--- src/rtl/decode_stage_pkg.sv ---
// Shared decode constants and the registered control bundle for decode_stage.
package decode_stage_pkg;

  localparam logic [4:0] OPC_OP    = 5'b01100;
  localparam logic [4:0] OPC_OPIMM = 5'b00100;

  localparam logic [6:0] F7_BASE = 7'b0000000;
  localparam logic [6:0] F7_ALT  = 7'b0100000;

  localparam logic [2:0] F3_ADDSUB = 3'b000;
  localparam logic [2:0] F3_SLL    = 3'b001;
  localparam logic [2:0] F3_SLT    = 3'b010;
  localparam logic [2:0] F3_SLTU   = 3'b011;
  localparam logic [2:0] F3_XOR    = 3'b100;
  localparam logic [2:0] F3_SR     = 3'b101;
  localparam logic [2:0] F3_OR     = 3'b110;
  localparam logic [2:0] F3_AND    = 3'b111;

  typedef struct packed {
    logic [4:0] opcode;
    logic [2:0] funct3;
    logic [6:0] funct7;
    logic [4:0] rd;
    logic       illegal;
  } dec_ctrl_t;

  // Only SUB and SRA use the alternate funct7 encoding.
  function automatic logic op_legal(input logic [6:0] f7, input logic [2:0] f3);
    return (f7 == F7_BASE) || ((f7 == F7_ALT) && ((f3 == F3_ADDSUB) || (f3 == F3_SR)));
  endfunction

endpackage

--- src/rtl/decode_stage_if.sv ---
// Issue-side bus of decode_stage: instruction in, decoded bundle out, ALU write-back.
interface decode_stage_if #(parameter int XLEN = 32);
  logic            in_valid;
  logic            in_ready;
  logic [31:0]     in_instr;
  logic            out_valid;
  logic            out_ready;
  logic [4:0]      out_opcode;
  logic [2:0]      out_funct3;
  logic [6:0]      out_funct7;
  logic [XLEN-1:0] out_in1;
  logic [XLEN-1:0] out_in2;
  logic [4:0]      out_rd;
  logic            out_illegal;
  logic            wb_en;
  logic [4:0]      wb_rd;
  logic [XLEN-1:0] wb_data;

  modport master (
    output in_valid, in_instr, out_ready, wb_en, wb_rd, wb_data,
    input  in_ready, out_valid, out_opcode, out_funct3, out_funct7,
           out_in1, out_in2, out_rd, out_illegal
  );

  modport slave (
    input  in_valid, in_instr, out_ready, wb_en, wb_rd, wb_data,
    output in_ready, out_valid, out_opcode, out_funct3, out_funct7,
           out_in1, out_in2, out_rd, out_illegal
  );
endinterface

--- src/rtl/decode_stage_regfile.sv ---
// Integer register file: two async read ports with write-through bypass, one sync write port.
module decode_stage_regfile #(
  parameter int XLEN  = 32,
  parameter int NREGS = 32
) (
  input  logic            clk,
  input  logic            rst,
  input  logic            i_wb_en,
  input  logic [4:0]      i_wb_rd,
  input  logic [XLEN-1:0] i_wb_data,
  input  logic [4:0]      i_ra1,
  input  logic [4:0]      i_ra2,
  output logic [XLEN-1:0] o_rd1,
  output logic [XLEN-1:0] o_rd2
);

  logic [XLEN-1:0] r_mem [NREGS];

  always_ff @(posedge clk) begin
    if (rst) begin
      for (int i = 0; i < NREGS; i++) r_mem[i] <= '0;
    end else if (i_wb_en && (i_wb_rd != 5'd0)) begin
      r_mem[i_wb_rd] <= i_wb_data;
    end
  end

  // Same-cycle write is forwarded so a dependent instruction sees it without a stall.
  always_comb begin
    o_rd1 = '0;
    o_rd2 = '0;
    if (i_ra1 != 5'd0) o_rd1 = (i_wb_en && (i_wb_rd == i_ra1)) ? i_wb_data : r_mem[i_ra1];
    if (i_ra2 != 5'd0) o_rd2 = (i_wb_en && (i_wb_rd == i_ra2)) ? i_wb_data : r_mem[i_ra2];
  end

endmodule

--- src/rtl/decode_stage.sv ---
// RV32 decode stage feeding the R-type ALU; one registered output slot.
// Optional OP-IMM to R-type rewrite enabled by DECODE_ITYPE_EN.
module decode_stage
  import decode_stage_pkg::*;
#(
  parameter int XLEN  = 32,
  parameter int NREGS = 32
) (
  input  logic           clk,
  input  logic           rst,
  decode_stage_if.slave  bus
);

  logic [31:0]     w_instr;
  logic [4:0]      w_opc;
  logic [2:0]      w_f3;
  logic [6:0]      w_f7;
  logic [4:0]      w_rs1, w_rs2;
  logic [XLEN-1:0] w_rs1_val, w_rs2_val;
  logic            w_in_ready, w_accept, w_ok;
  logic [6:0]      w_f7_out;
  logic [XLEN-1:0] w_in2_raw, w_in1, w_in2;
  dec_ctrl_t       w_ctrl;

  logic            r_valid;
  dec_ctrl_t       r_ctrl;
  logic [XLEN-1:0] r_in1, r_in2;

  assign w_instr = bus.in_instr;
  assign w_opc   = w_instr[6:2];
  assign w_f3    = w_instr[14:12];
  assign w_f7    = w_instr[31:25];
  assign w_rs1   = w_instr[19:15];
  assign w_rs2   = w_instr[24:20];

  decode_stage_regfile #(.XLEN(XLEN), .NREGS(NREGS)) u_rf (
    .clk       (clk),
    .rst       (rst),
    .i_wb_en   (bus.wb_en),
    .i_wb_rd   (bus.wb_rd),
    .i_wb_data (bus.wb_data),
    .i_ra1     (w_rs1),
    .i_ra2     (w_rs2),
    .o_rd1     (w_rs1_val),
    .o_rd2     (w_rs2_val)
  );

  always_comb begin
    w_ok      = 1'b0;
    w_f7_out  = w_f7;
    w_in2_raw = w_rs2_val;
    w_ctrl    = '0;
    w_in1     = '0;
    w_in2     = '0;
    if (w_instr[1:0] == 2'b11) begin
      if (w_opc == OPC_OP) begin
        w_ok = op_legal(w_f7, w_f3);
      end
`ifdef DECODE_ITYPE_EN
      else if (w_opc == OPC_OPIMM) begin
        w_f7_out  = F7_BASE;
        w_in2_raw = {{(XLEN-12){w_instr[31]}}, w_instr[31:20]};
        case (w_f3)
          F3_SLL: begin
            w_ok      = (w_f7 == F7_BASE);
            w_in2_raw = XLEN'(w_instr[24:20]);
          end
          F3_SR: begin
            w_ok      = (w_f7 == F7_BASE) || (w_f7 == F7_ALT);
            w_f7_out  = w_f7;
            w_in2_raw = XLEN'(w_instr[24:20]);
          end
          default: w_ok = 1'b1;
        endcase
      end
`endif
    end
    // Illegal bundles carry all-zero fields so the ALU yields 0 into x0.
    if (w_ok) begin
      w_ctrl.opcode = OPC_OP;
      w_ctrl.funct3 = w_f3;
      w_ctrl.funct7 = w_f7_out;
      w_ctrl.rd     = w_instr[11:7];
      w_in1         = w_rs1_val;
      w_in2         = w_in2_raw;
    end else begin
      w_ctrl.illegal = 1'b1;
    end
  end

  assign w_in_ready = !r_valid || bus.out_ready;
  assign w_accept   = bus.in_valid && w_in_ready;

  always_ff @(posedge clk) begin
    if (rst) begin
      r_valid <= 1'b0;
      r_ctrl  <= '0;
      r_in1   <= '0;
      r_in2   <= '0;
    end else if (w_accept) begin
      r_valid <= 1'b1;
      r_ctrl  <= w_ctrl;
      r_in1   <= w_in1;
      r_in2   <= w_in2;
    end else if (bus.out_ready) begin
      r_valid <= 1'b0;
    end
  end

  assign bus.in_ready    = w_in_ready;
  assign bus.out_valid   = r_valid;
  assign bus.out_opcode  = r_ctrl.opcode;
  assign bus.out_funct3  = r_ctrl.funct3;
  assign bus.out_funct7  = r_ctrl.funct7;
  assign bus.out_rd      = r_ctrl.rd;
  assign bus.out_illegal = r_ctrl.illegal;
  assign bus.out_in1     = r_in1;
  assign bus.out_in2     = r_in2;

endmodule
--- src/flat_wrapper.sv ---
// flat-port wrapper written by rule: the top's interface ports become plain ports
module decode_stage_flat import decode_stage_pkg::*;
#(
  parameter int XLEN  = 32,
  parameter int NREGS = 32
)
  (clk, rst, bus_in_valid, bus_in_instr, bus_out_ready, bus_wb_en, bus_wb_rd, bus_wb_data, bus_in_ready, bus_out_valid, bus_out_opcode, bus_out_funct3, bus_out_funct7, bus_out_in1, bus_out_in2, bus_out_rd, bus_out_illegal);
  decode_stage_if #(.XLEN(XLEN)) bus_i ();
  input  logic clk;
  input  logic rst;
  input wire logic [$bits(bus_i.in_valid)-1:0] bus_in_valid;
  input wire logic [$bits(bus_i.in_instr)-1:0] bus_in_instr;
  input wire logic [$bits(bus_i.out_ready)-1:0] bus_out_ready;
  input wire logic [$bits(bus_i.wb_en)-1:0] bus_wb_en;
  input wire logic [$bits(bus_i.wb_rd)-1:0] bus_wb_rd;
  input wire logic [$bits(bus_i.wb_data)-1:0] bus_wb_data;
  output wire logic [$bits(bus_i.in_ready)-1:0] bus_in_ready;
  output wire logic [$bits(bus_i.out_valid)-1:0] bus_out_valid;
  output wire logic [$bits(bus_i.out_opcode)-1:0] bus_out_opcode;
  output wire logic [$bits(bus_i.out_funct3)-1:0] bus_out_funct3;
  output wire logic [$bits(bus_i.out_funct7)-1:0] bus_out_funct7;
  output wire logic [$bits(bus_i.out_in1)-1:0] bus_out_in1;
  output wire logic [$bits(bus_i.out_in2)-1:0] bus_out_in2;
  output wire logic [$bits(bus_i.out_rd)-1:0] bus_out_rd;
  output wire logic [$bits(bus_i.out_illegal)-1:0] bus_out_illegal;
  assign bus_i.in_valid = bus_in_valid;
  assign bus_i.in_instr = bus_in_instr;
  assign bus_i.out_ready = bus_out_ready;
  assign bus_i.wb_en = bus_wb_en;
  assign bus_i.wb_rd = bus_wb_rd;
  assign bus_i.wb_data = bus_wb_data;
  assign bus_in_ready = bus_i.in_ready;
  assign bus_out_valid = bus_i.out_valid;
  assign bus_out_opcode = bus_i.out_opcode;
  assign bus_out_funct3 = bus_i.out_funct3;
  assign bus_out_funct7 = bus_i.out_funct7;
  assign bus_out_in1 = bus_i.out_in1;
  assign bus_out_in2 = bus_i.out_in2;
  assign bus_out_rd = bus_i.out_rd;
  assign bus_out_illegal = bus_i.out_illegal;
  decode_stage #(.XLEN(XLEN), .NREGS(NREGS)) u_core (.clk(clk), .rst(rst), .bus(bus_i));
endmodule
--- config.mk ---
export PLATFORM = sky130hd
export DESIGN_NAME = decode_stage_flat
export DESIGN_NICKNAME = d
export VERILOG_FILES = /design/src/rtl/decode_stage_pkg.sv /design/src/rtl/decode_stage_if.sv /design/src/rtl/decode_stage_regfile.sv /design/src/rtl/decode_stage.sv /design/src/flat_wrapper.sv
export SDC_FILE = /design/constraint.sdc
export NUM_CORES = 2
export LEC_CHECK = 0
export ABC_AREA = 0
export BUFFER_PORTS_ARGS = -buffer_cell sky130_fd_sc_hd__buf_4
export CAP_MARGIN = 20
export CORE_ASPECT_RATIO = 1.75
export CORE_UTILIZATION = 50
export DETAILED_ROUTE_END_ITERATION = 8
export PLACE_DENSITY = 0.66
export REMOVE_ABC_BUFFERS = 1
export SLEW_MARGIN = 20
export SYNTH_ARGS = -nofsm -noshare
export SYNTH_HDL_FRONTEND = slang
export SYNTH_SLANG_ARGS = --single-unit
--- constraint.sdc ---
create_clock -name clk -period 4.9 [get_ports clk]
set_input_delay 0 -clock clk [delete_from_list [all_inputs] [get_ports clk]]
set_output_delay 0 -clock clk [all_outputs]
set_load 0.01 [all_outputs]
==> impl_metrics.yaml <==
critical_path:
  end_kind: "register"
  cp-start-kind: "primary input"
  critical_path_class: "primary input to register"
  required_ps: 5580
  arrival_ps: 3790
  cp_max_fo: 11
timing:
  min_period_ps: 3111
  report.final.hold_viol_count: 0
  max_freq_mhz: 321.4
  report.final.setup_viol: 0
  rsz0062_at_grt: "no"
  relSlewSlack: 0.1965
  tightest_slew_ps: 1202
  fin_worst_skew_ps: 21.38
  drv_slew: 0
  timing.final.crit_share: 0.6349
detailed_routing:
  vias_per_cell: 7.084
  dr.pass1.iters: 9
  ant_nets: 0
  drc: 4
  num_vias: 41100
  routed_wl_mm: 213.8
  drt_iter0_markers: 5263
  wire_per_inst_um: 36.85
global_routing:
  grt_max_degree: 80
  grt_pass1_wl_mm: 298.6
  grt_pass1_vias: 40890
  antenna_found_initial: 5
  grt_use_total: 0.3655
  overflow: 0
pwr:
  peakVddDrop_uv: 265.0
  totalPowerFinal_mw: 22.46
  leakagePower_nw: 21.94
  power-per-cell-area_mw_per_mm2: 347.1
die:
  core-area_mm2: 0.1141
  die_w_um: 258.1
  initial_core_util: 0.5032
  die_y_um: 450.2
  row_count: 164
  die_area_mm2: 0.1162
  boundaryPins: 161
synth:
  synthFlopType: "edfxtp_1"
  syn_area_mm2: 0.05741
  yosysWarnings: 0
  synth_top_area_frac: 0.5356
  ys_seq_area_frac: 0.5642
  yosysTopAreaCell: "edfxtp_1"
  yosysUniqueCellTypes: 59
  ys_async_sr_fraction: 0
  yosys-top-cells-area: "edfxtp_1, mux4_2, and2_1, mux2i_1, nor3_1"
  syn-instance-count: 4175
  synth-seq-cells: 1106
  synth.avg_cell_area_um2: 13.75
  synth_edf_count: 1024
clocking:
  numCtsBuffers: 101
  cts_tree: "built"
  cts_max_level: 3
  cts_setup_buffers: 0
  cts.sinks: 1106
  clkTransAtPathRegs_ps: 70
  clock_latency_ps: 750
  cts_root_buf: "clkbuf_16"
  clk_path_buf_depth: 3
place:
  placed_cells: 5532
  port_buffers: 157
  place_hpwl_mm: 132.1
  place_congestion: 0.9291
  dpl_cell_area_mm2: 0.06032
finish:
  final_cell_area_mm2: 0.06471
  final_cells: 5801
  area_delta_synth_final_pct: 12.72
  layout.nets: 4290
  drive_gt1_frac: 0.2275
job:
  drv_cap: 0
status:
  violations: "design-rule violations"
  status: "finished with violations"
hold_path:
  hold_path.class: "primary input to register"
-- where the power goes --
group	switching, mW	total [mW]	internal, mW	leakage, nW
registers	0.278	11.1	10.8	10.4
clock network	3.76	8.71	4.95	1.76
logic	1.68	2.69	1.01	9.77
total	5.72	22.5	16.7	21.9
-- worst max-delay path: stages --
cell           delay [ps]
dlygate4sd3_1         540
buf_4                 130
nand3b_1              160
dlygate4sd3_1         570
nor4_1                240
dlygate4sd3_1         590
buf_4                 190
a22oi_1               110
dlygate4sd3_1         600
nor2_1                100
dlygate4sd3_1         550
-- worst paths after layout --
kind / slack [ps] / cells after the start / startpoint / end
min reg2reg: 460 / 1 / u_core.bus.out_funct7[4] / u_core.bus.out_funct7[4]
max reg2reg: 1860 / 9 / u_core.bus.out_valid / u_core.bus.out_rd[2]
min: 30 / 5 / bus_in_instr[20] / u_core.bus.out_in2[30]
max: 1790 / 11 / bus_in_instr[2] / u_core.bus.out_rd[2]
-- metrics by stage --
step | worst slack, ps | utilization | setup TNS [ps] | hold slack, ps
after global routing | 1689 | 0.5672 | 0 | 45.46
after detailed placement | 1687 | 0.5287 | 0 | 231.5
final | 1789 | 0.5672 | 0 | 31.29
after floorplan | -2491 | - | -1545560 | 69.07
after global placement | 1714 | 0.5285 | 0 | 226.5
after CTS | 1855 | 0.5661 | 0 | 1.755
-- synth_stat cells (8+ instances only) --
cell	count
and2_1	584
nor3_1	467
mux2i_1	286
dfxtp_1	82
o221a_2	10
nor2b_1	8
mux4_2	347
a32o_1	10
mux2_2	63
clkbuf_1	334
o21ai_1	8
a21oi_1	65
nor2_1	54
mux4_1	8
buf_1	15
a22o_1	34
o22ai_1	39
buf_2	80
o221ai_1	51
nand3b_1	11
edfxtp_1	1024
buf_4	48
inv_1	18
a211o_1	12
o211ai_1	15
a211oi_1	19
o22a_1	21
nand2_1	95
nand3_1	19
nand4_1	35
o21ai_0	90
a22oi_1	95
xor2_1	9
a31oi_1	56
-- kinds of logic (layout without fill, tap and decap cells) --
group                  Yosys count  after routing  synth area share
AND/OR/NAND/NOR               1301           1301            0.1261
XOR/XNOR                        11             11          0.001678
other                            1             38        0.00006532
buffers and inverters          504            599           0.03914
multiplexers                   704            704            0.2020
flip-flops                    1106           1106            0.5642
AO/OA/AOI/OAI                  548            548           0.06674
-- layout by cell type (no fill, tap or decap), drive strengths merged, types with 7 or more instances in the layout --
cell type	n
conb	35
nor3	467
a22oi	95
nand4	35
clkinv	38
mux2	63
a21oi	65
and2	584
nor2	54
bufinv	16
o211ai	15
a211oi	19
inv	17
a221o	7
nor2b	8
dfxtp	82
nand3	19
o221ai	51
a22o	34
nand2	95
edfxtp	1024
a32o	10
a31oi	56
o22a	21
o221a	10
dlygate4sd3	69
clkbuf	132
mux4	355
a211o	12
o21ai	98
xor2	9
nand3b	11
o22ai	39
buf	321
mux2i	286
-- what timing repair did --
action | 4_1_cts | 5_1_grt
hold endpoints to repair | 764 | 0
hold buffers | 69 | 0
gates resized for setup | 0 | 0
-- state kept, by name (all words and copies together), names as in the netlist --
register                cells
u_core.u_rf.r_mem        1024
u_core.bus.out_in1         32
u_core.bus.out_in2         32
u_core.bus.out_funct7       7
u_core.bus.out_rd           5
u_core.bus.out_funct3       3
u_core.bus.out_illegal      1
u_core.bus.out_opcode       1
u_core.bus.out_valid        1
-- per-layer routing --
layer  track usage  vias to the layer above  part of all wire
met1        0.4191                    20730              0.32
met2        0.6038                     3088              0.49
met5             0                        -           0.00023
met4        0.2752                        8             0.087
li1              -                    16370                 -
met3       0.07220                      894              0.10
-- final cells by class --
class / instances / area (µm²)
diodes: 3 / 7.507
clock buffers: 132 / 2849
clock inverters: 59 / 725.7
fillers: 9156 / 49380
inverters: 18 / 67.56
multi-input cells: 2599 / 23400
flip-flops and latches: 1106 / 32390
well taps: 1494 / 1869
repair buffers: 390 / 3401
Power figures use the tool's default switching activity.
